--- src/rtl/game_pkg.sv ---
// -----------------------------------------------------------------------------
// game_pkg
// Definitions shared by the score controller and all note-lane blocks.
//   - gamestate_e : encoding of the shared gamestate bus (00 is never driven)
//   - STREAK_W    : width of the hit-streak counter
//   - TIME_W      : width of the seconds-remaining counter
//   - MULT_W      : width of the score multiplier
//   - MULT_T2/3/4 : streak thresholds for multiplier 2, 3 and 4
//   - mult_from_streak() : streak -> multiplier mapping
// -----------------------------------------------------------------------------
package game_pkg;

  typedef enum logic [1:0] {
    GS_TITLE = 2'b01,
    GS_PLAY  = 2'b10,
    GS_OVER  = 2'b11
  } gamestate_e;

  localparam int STREAK_W = 8;
  localparam int TIME_W   = 7;
  localparam int MULT_W   = 3;

  localparam int MULT_T2 = 10;
  localparam int MULT_T3 = 20;
  localparam int MULT_T4 = 30;

  function automatic logic [MULT_W-1:0] mult_from_streak(input logic [STREAK_W-1:0] s);
    logic [MULT_W-1:0] m;
    if (int'(s) >= MULT_T4) begin
      m = MULT_W'(4);
    end else if (int'(s) >= MULT_T3) begin
      m = MULT_W'(3);
    end else if (int'(s) >= MULT_T2) begin
      m = MULT_W'(2);
    end else begin
      m = MULT_W'(1);
    end
    return m;
  endfunction

endpackage

--- src/rtl/round_timer.sv ---
// -----------------------------------------------------------------------------
// round_timer
// Round countdown: a prescaler divides clk down to one-second ticks and a
// seconds counter counts down from ROUND_SECONDS.
//
// Ports:
//   clk          input   system clock
//   rst_ni       input   synchronous active-low reset
//   load_i       input   restart the round: prescaler=0, time_left=ROUND_SECONDS
//   enable_i     input   count this cycle (prescaler holds while low)
//   time_left_o  output  seconds remaining
//   expire_o     output  combinational, high during the single cycle whose
//                        clock edge takes time_left from 1 to 0
// -----------------------------------------------------------------------------
module round_timer
  import game_pkg::*;
#(
  parameter int TICK_DIV      = 100000000,
  parameter int ROUND_SECONDS = 60
) (
  input  logic              clk,
  input  logic              rst_ni,
  input  logic              load_i,
  input  logic              enable_i,
  output logic [TIME_W-1:0] time_left_o,
  output logic              expire_o
);

  localparam int PRESC_W = (TICK_DIV > 1) ? $clog2(TICK_DIV) : 1;
  localparam logic [PRESC_W-1:0] PRESC_LAST = PRESC_W'(TICK_DIV - 1);

  logic [PRESC_W-1:0] presc_q, presc_d;
  logic [TIME_W-1:0]  time_q, time_d;
  logic               wrap;

  // The wrap cycle is the last prescaler cycle of each second.
  assign wrap        = enable_i && (presc_q == PRESC_LAST);
  assign expire_o    = wrap && (time_q == TIME_W'(1));
  assign time_left_o = time_q;

  always_comb begin
    presc_d = presc_q;
    time_d  = time_q;
    if (load_i) begin
      presc_d = '0;
      time_d  = TIME_W'(ROUND_SECONDS);
    end else if (enable_i) begin
      if (wrap) begin
        presc_d = '0;
        // Never wraps below zero even if the owner keeps us enabled.
        if (time_q != '0) begin
          time_d = time_q - TIME_W'(1);
        end
      end else begin
        presc_d = presc_q + PRESC_W'(1);
      end
    end
  end

  always_ff @(posedge clk) begin
    if (!rst_ni) begin
      presc_q <= '0;
      time_q  <= TIME_W'(ROUND_SECONDS);
    end else begin
      presc_q <= presc_d;
      time_q  <= time_d;
    end
  end

endmodule

--- src/rtl/score_controller.sv ---
// -----------------------------------------------------------------------------
// score_controller
// Central game controller: sequences TITLE -> PLAY -> OVER -> TITLE, drives
// the shared gamestate bus, and turns per-lane hit/miss pulses into score,
// streak and multiplier. Also keeps the round timer and the high score.
//
// Ports:
//   clk          input   system clock
//   resetbtn_n   input   synchronous active-low reset (priority over all)
//   start_btn    input   single-cycle start/continue pulse
//   hit_pulse    input   [NUM_LANES] one-cycle point-scored pulses
//   miss_pulse   input   [NUM_LANES] one-cycle missed-press pulses
//   gamestate    output  01 TITLE, 10 PLAY, 11 OVER
//   score        output  [SCORE_W] current round score (saturating)
//   high_score   output  [SCORE_W] best round score since reset
//   streak       output  [8] consecutive hits without a miss (saturating)
//   multiplier   output  [3] 1..4, derived from streak
//   time_left    output  [7] seconds remaining in the round
//   new_high     output  high in OVER when this round beat the high score
//
// SCORE_W must be at most 32 (score arithmetic is done in 33 bits).
// -----------------------------------------------------------------------------
module score_controller
  import game_pkg::*;
#(
  parameter int NUM_LANES      = 4,
  parameter int SCORE_W        = 16,
  parameter int POINTS_PER_HIT = 10,
  parameter int TICK_DIV       = 100000000,
  parameter int ROUND_SECONDS  = 60
) (
  input  logic                 clk,
  input  logic                 resetbtn_n,
  input  logic                 start_btn,
  input  logic [NUM_LANES-1:0] hit_pulse,
  input  logic [NUM_LANES-1:0] miss_pulse,
  output logic [1:0]           gamestate,
  output logic [SCORE_W-1:0]   score,
  output logic [SCORE_W-1:0]   high_score,
  output logic [STREAK_W-1:0]  streak,
  output logic [MULT_W-1:0]    multiplier,
  output logic [TIME_W-1:0]    time_left,
  output logic                 new_high
);

  localparam int CNT_W = $clog2(NUM_LANES + 1);
  localparam logic [32:0] SCORE_MAX = (33'd1 << SCORE_W) - 33'd1;

  // ---------------------------------------------------------------------------
  // Game-phase FSM
  // ---------------------------------------------------------------------------
  gamestate_e state_q, state_d;

  logic timer_expire;
  logic round_start;   // TITLE -> PLAY edge
  logic playing;       // scoring and timer active
  logic round_end;     // PLAY -> OVER edge
  logic leave_over;    // OVER -> TITLE edge

  always_ff @(posedge clk) begin
    if (!resetbtn_n) begin
      state_q <= GS_TITLE;
    end else begin
      state_q <= state_d;
    end
  end

  always_comb begin
    state_d = state_q;
    unique case (state_q)
      GS_TITLE: if (start_btn)    state_d = GS_PLAY;
      GS_PLAY:  if (timer_expire) state_d = GS_OVER;
      GS_OVER:  if (start_btn)    state_d = GS_TITLE;
      default:                    state_d = GS_TITLE;
    endcase
  end

  always_comb begin
    round_start = 1'b0;
    playing     = 1'b0;
    round_end   = 1'b0;
    leave_over  = 1'b0;
    unique case (state_q)
      GS_TITLE: round_start = start_btn;
      GS_PLAY: begin
        playing   = 1'b1;
        round_end = timer_expire;
      end
      GS_OVER:  leave_over = start_btn;
      default: ;
    endcase
  end

  assign gamestate = state_q;

  // ---------------------------------------------------------------------------
  // Round timer
  // ---------------------------------------------------------------------------
  round_timer #(
    .TICK_DIV      (TICK_DIV),
    .ROUND_SECONDS (ROUND_SECONDS)
  ) u_round_timer (
    .clk         (clk),
    .rst_ni      (resetbtn_n),
    .load_i      (round_start),
    .enable_i    (playing),
    .time_left_o (time_left),
    .expire_o    (timer_expire)
  );

  // ---------------------------------------------------------------------------
  // Scoring datapath
  // ---------------------------------------------------------------------------
  logic [SCORE_W-1:0]  score_q, score_d;
  logic [SCORE_W-1:0]  high_q, high_d;
  logic [STREAK_W-1:0] streak_q, streak_d;
  logic [MULT_W-1:0]   mult_q, mult_d;
  logic                new_high_q, new_high_d;

  logic [CNT_W-1:0]    hit_count;
  logic [31:0]         add_pts;
  logic [32:0]         sum_full;
  logic [SCORE_W-1:0]  score_next;
  logic [STREAK_W:0]   streak_sum;
  logic [STREAK_W-1:0] streak_next;

  always_comb begin
    hit_count = '0;
    for (int i = 0; i < NUM_LANES; i++) begin
      hit_count = hit_count + CNT_W'(hit_pulse[i]);
    end
  end

  // Points use the multiplier already registered, not the one this cycle's
  // hits will produce.
  assign add_pts    = 32'(hit_count) * 32'(mult_q) * 32'(POINTS_PER_HIT);
  assign sum_full   = 33'(score_q) + 33'(add_pts);
  assign score_next = (sum_full > SCORE_MAX) ? '1 : sum_full[SCORE_W-1:0];

  // A miss in the cycle wins over any simultaneous hits for the streak.
  assign streak_sum  = {1'b0, streak_q} + (STREAK_W + 1)'(hit_count);
  assign streak_next = (|miss_pulse)          ? '0 :
                       streak_sum[STREAK_W]   ? '1 :
                                                streak_sum[STREAK_W-1:0];

  always_comb begin
    score_d    = score_q;
    high_d     = high_q;
    streak_d   = streak_q;
    mult_d     = mult_q;
    new_high_d = new_high_q;
    if (round_start) begin
      score_d    = '0;
      streak_d   = '0;
      mult_d     = MULT_W'(1);
      new_high_d = 1'b0;
    end else if (playing) begin
      score_d  = score_next;
      streak_d = streak_next;
      mult_d   = mult_from_streak(streak_next);
      // Hits landing in the expiry cycle count toward the final score.
      if (round_end && (score_next > high_q)) begin
        high_d     = score_next;
        new_high_d = 1'b1;
      end
    end else if (leave_over) begin
      new_high_d = 1'b0;
    end
  end

  always_ff @(posedge clk) begin
    if (!resetbtn_n) begin
      score_q    <= '0;
      high_q     <= '0;
      streak_q   <= '0;
      mult_q     <= MULT_W'(1);
      new_high_q <= 1'b0;
    end else begin
      score_q    <= score_d;
      high_q     <= high_d;
      streak_q   <= streak_d;
      mult_q     <= mult_d;
      new_high_q <= new_high_d;
    end
  end

  assign score      = score_q;
  assign high_score = high_q;
  assign streak     = streak_q;
  assign multiplier = mult_q;
  assign new_high   = new_high_q;

endmodule

--- config.mk ---
export PLATFORM = sky130hd
export DESIGN_NAME = score_controller
export DESIGN_NICKNAME = d
export VERILOG_FILES = /design/src/rtl/game_pkg.sv /design/src/rtl/round_timer.sv /design/src/rtl/score_controller.sv
export SDC_FILE = /design/constraint.sdc
export NUM_CORES = 1
export LEC_CHECK = 0
export CORE_UTILIZATION = 46
export DETAILED_ROUTE_END_ITERATION = 10
export PLACE_DENSITY = 0.75
export SYNTH_ARGS = -nofsm -noshare
export SYNTH_HDL_FRONTEND = slang
export SYNTH_SLANG_ARGS = --single-unit
--- constraint.sdc ---
create_clock -name clk -period 8.72 [get_ports clk]
set_input_delay 2.616 -clock clk [delete_from_list [all_inputs] [get_ports clk]]
set_output_delay 2.616 -clock clk [all_outputs]
set_load 0.01 [all_outputs]
==> impl_metrics.env <==
export IMPL_outcome="complete, but fails checks"
export IMPL_violations="setup timing"
export IMPL_clock_path_buffers=2
export IMPL_routabilityCongestion=0.947
export IMPL_antenna_found_initial=0
export IMPL_synth_nets=695
export IMPL_cts_made_buffers=9
export IMPL_fin_crit_sh=1.02
export IMPL_ys_types=68
export IMPL_report_final_slew_viol_count=0
export IMPL_avgRoutedWirePerCell_um=18.0
export IMPL_dpl_hpwl_um=10700
export IMPL_setup_viol=18
export IMPL_vdd_drop_max_v=0.000140
export IMPL_diodes=0
export IMPL_pre_cts_ws_ns=-0.925
export IMPL_max_slew_margin=0.240
export IMPL_cp_slowest_cell="fa_1"
export IMPL_r2r_start="multiplier[2]"
export IMPL_postPlaceCellArea_sq_um=6460
export IMPL_syn2layout_area_growth_pct=45.1
export IMPL_n_fill_cell=800
export IMPL_fin_ws_ns=-0.203
export IMPL_h_tree_depth=3
export IMPL_arrival_ns=9.17
export IMPL_path_class="primary input to flop"
export IMPL_grt_pass1_wl_um=25400
export IMPL_powerDensity_nw_per_um2=158
export IMPL_clockRootBuffer="clkbuf_16"
export IMPL_ys_seq_area_frac=0.309
export IMPL_coreArea_sq_um=10900
export IMPL_finClkSkew_ns=0.00893
export IMPL_initial_core_util=0.475
export IMPL_switching_share=0.344
export IMPL_period_needed_ns=8.92
export IMPL_port_buffers=63
export IMPL_endpoint="high_score[8]"
export IMPL_first_global_vias=5274
export IMPL_tightest_slew_ns=1.13
export IMPL_drv_cap=0
export IMPL_drt_vias_per_instance=5.93
export IMPL_synth_seq_cells=80
export IMPL_r2r_slack_ns=2.68
export IMPL_cts_tree="yes"
export IMPL_clk_pin_slew_ns=0.06
export IMPL_grt_max_degree=40
export IMPL_gr_total_overflow=0
export IMPL_dr_pass1_iters=5
export IMPL_synth_most_common_cell="dfxtp_1"
export IMPL_crit_required_ns=8.97
export IMPL_drt_total_wl_um=16600
export IMPL_netlist_area_sq_um=5190
export IMPL_die_h_um=108
export IMPL_cts_sinks=80
export IMPL_synth_cells=626
export IMPL_hold_class="flop to flop"
export IMPL_start_kind="primary input"
export IMPL_ys_top_cells_by_area="dfxtp_1 31%, ha_1 13%, nor2_1 4.8%, a21oi_1 4.5%, nand2_1 4.4%"
export IMPL_grt_total_usage=0.279
export IMPL_design_area_sq_um=7530
export IMPL_netlist_top_cells_count="80 x dfxtp_1, 67 x nor2_1, 61 x nand2_1"
export IMPL_yosys_area_top_type="dfxtp_1"
export IMPL_ys_flop_type="dfxtp_1"
export IMPL_p_leak_nw=3.07
export IMPL_cp_end_kind="flop"
export IMPL_synth_async_reset_ratio=0
export IMPL_ant_nets=0
export IMPL_drcViolationCount=0
export IMPL_row_count=38
export IMPL_tns_ns=-2.18
export IMPL_critPathMaxFanout=6
export IMPL_pwr_share_seq=0.330
export IMPL_internal_power_uw=781
export IMPL_vias=5475
export IMPL_layout_drive_gt1_share=0.274
export IMPL_io_pin_count=64
export IMPL_clkPwrFrac=0.308
export IMPL_r2r_end="high_score[8]"
export IMPL_fmax_mhz=112
export IMPL_clk_latency_ns=0.35
export IMPL_nets=849
export IMPL_grt_setup_unrepaired="yes"
export IMPL_p_comb_frac=0.362
export IMPL_die_area_sq_um=11700
export IMPL_synth_edff_count=0
export IMPL_synth_top_cell_area_share=0.309
export IMPL_die_x_um=108
export IMPL_startpoint="hit_pulse[1]"
export IMPL_postSynthAreaPerCell_sq_um=8.29
export IMPL_ys_warn_count=0
export IMPL_critPathMaxStageDelay_ns=0.53
export IMPL_drt_iter0_markers=305
export IMPL_rr_worst_depth=28
export IMPL_hold_viol=0
export IMPL_min_from="u_round_timer.presc_q[1]"
export IMPL_switchingPower_uw=410
==> registers in the layout, indices dropped and copies added, names as in the netlist <==
name and flops:
multiplier 3, score 16, new_high 1, streak 8
u_round_timer.presc_q 27, u_round_timer.time_left_o 7, gamestate 2, high_score 16
==> layout make-up <==
cell class / count / area [sq um] / share of cell area
multi-input cells: 487 / 3920 / 0.520
inverters: 40 / 150 / 0.0199
clock inverters: 5 / 38.8 / 0.00515
clock buffers: 10 / 239 / 0.0317
flip-flops and latches: 80 / 1600 / 0.213
well taps: 140 / 175 / 0.0233
repair buffers: 162 / 1410 / 0.187
==> through the flow <==
stage	instances	hold WS [ns]	power (mW)	utilization
floorplan	626	0.458	0.589	-
global placement	869	0.463	0.701	0.590
detailed placement	869	0.468	0.710	0.590
CTS	916	0.488	1.14	0.660
global route	924	0.510	1.24	0.689
finish	924	0.488	1.19	0.689
==> power groups by stage <==
| stage | logic (mW) | registers [mW] | clock network, mW |
|---|---|---|---|
| after floorplan | 0.189 | 0.400 | 0 |
| after global placement | 0.302 | 0.399 | 0 |
| after detailed placement | 0.310 | 0.400 | 0 |
| after CTS | 0.383 | 0.392 | 0.368 |
| after global routing | 0.463 | 0.394 | 0.384 |
| final | 0.432 | 0.393 | 0.367 |
==> worst min-delay path by stage <==
stage                                to  slack (ns)  depth (start not counted)
2_1_floorplan  u_round_timer.presc_q[1]        0.46                          2
3_3_place_gp              high_score[4]        0.46                          2
3_5_place_dp             high_score[10]        0.47                          2
4_1_cts                   high_score[5]        0.49                          2
5_1_grt                  high_score[10]        0.51                          2
6_report       u_round_timer.presc_q[1]        0.49                          2
==> kinds of logic (layout without fill, tap and decap cells) <==
logic type / count (synthesis) / count (layout) / share of synthesized area
multiplexers: 4 / 4 / 0.00771
AO/OA/AOI/OAI: 140 / 141 / 0.179
buffers and inverters: 60 / 217 / 0.0456
AND/OR/NAND/NOR: 241 / 241 / 0.239
flip-flops: 80 / 80 / 0.309
XOR/XNOR: 43 / 43 / 0.0725
adder cells (fa/ha/maj): 58 / 58 / 0.148
==> critical path: cells and delay by family <==
kind / cells / cell delay (ns)
and+or+nand+nor: 5 / 0.63
AOI/OAI and AO/OA: 8 / 1.42
buffers and inverters: 8 / 1.03
adders and majority gates: 10 / 3.24
muxes: 1 / 0.23
==> timing repair <==
action	CTS	global route
gates cloned	2	0
setup endpoints to repair	17	18
resized for setup	64	50
pin swaps	52	45
hold endpoints to repair	0	0
hold buffers	0	0
setup buffers	30	8
==> layout by cell type, fill, tap and decap left out, types with 6 or more instances in the layout <==
master / count
nor3_1: 12
dfxtp_1: 80
buf_6: 8
nand2_4: 8
clkdlybuf4s50_1: 60
and3_1: 8
nand2_2: 7
nor2_1: 61
o21ai_0: 13
a21oi_2: 17
ha_2: 6
xnor2_1: 22
and2_1: 11
ha_1: 37
a21oi_1: 28
o21a_1: 6
clkbuf_16: 10
nand4_1: 15
nand2_1: 45
xor2_1: 18
buf_4: 92
inv_1: 37
ha_4: 9
a211oi_1: 7
a31oi_1: 6
nand3_1: 19
o211ai_1: 10
a21o_1: 11
==> per-layer routing <==
metal  vias to the layer above  share of wire  global-route usage
met5                         -              0                   0
li1                       2560              -                   -
met4                         0          0.046               0.168
met3                        60          0.055              0.0476
met1                      2625           0.40               0.321
met2                       230           0.50               0.481
Note: power is estimated with default switching activity, not from simulation.
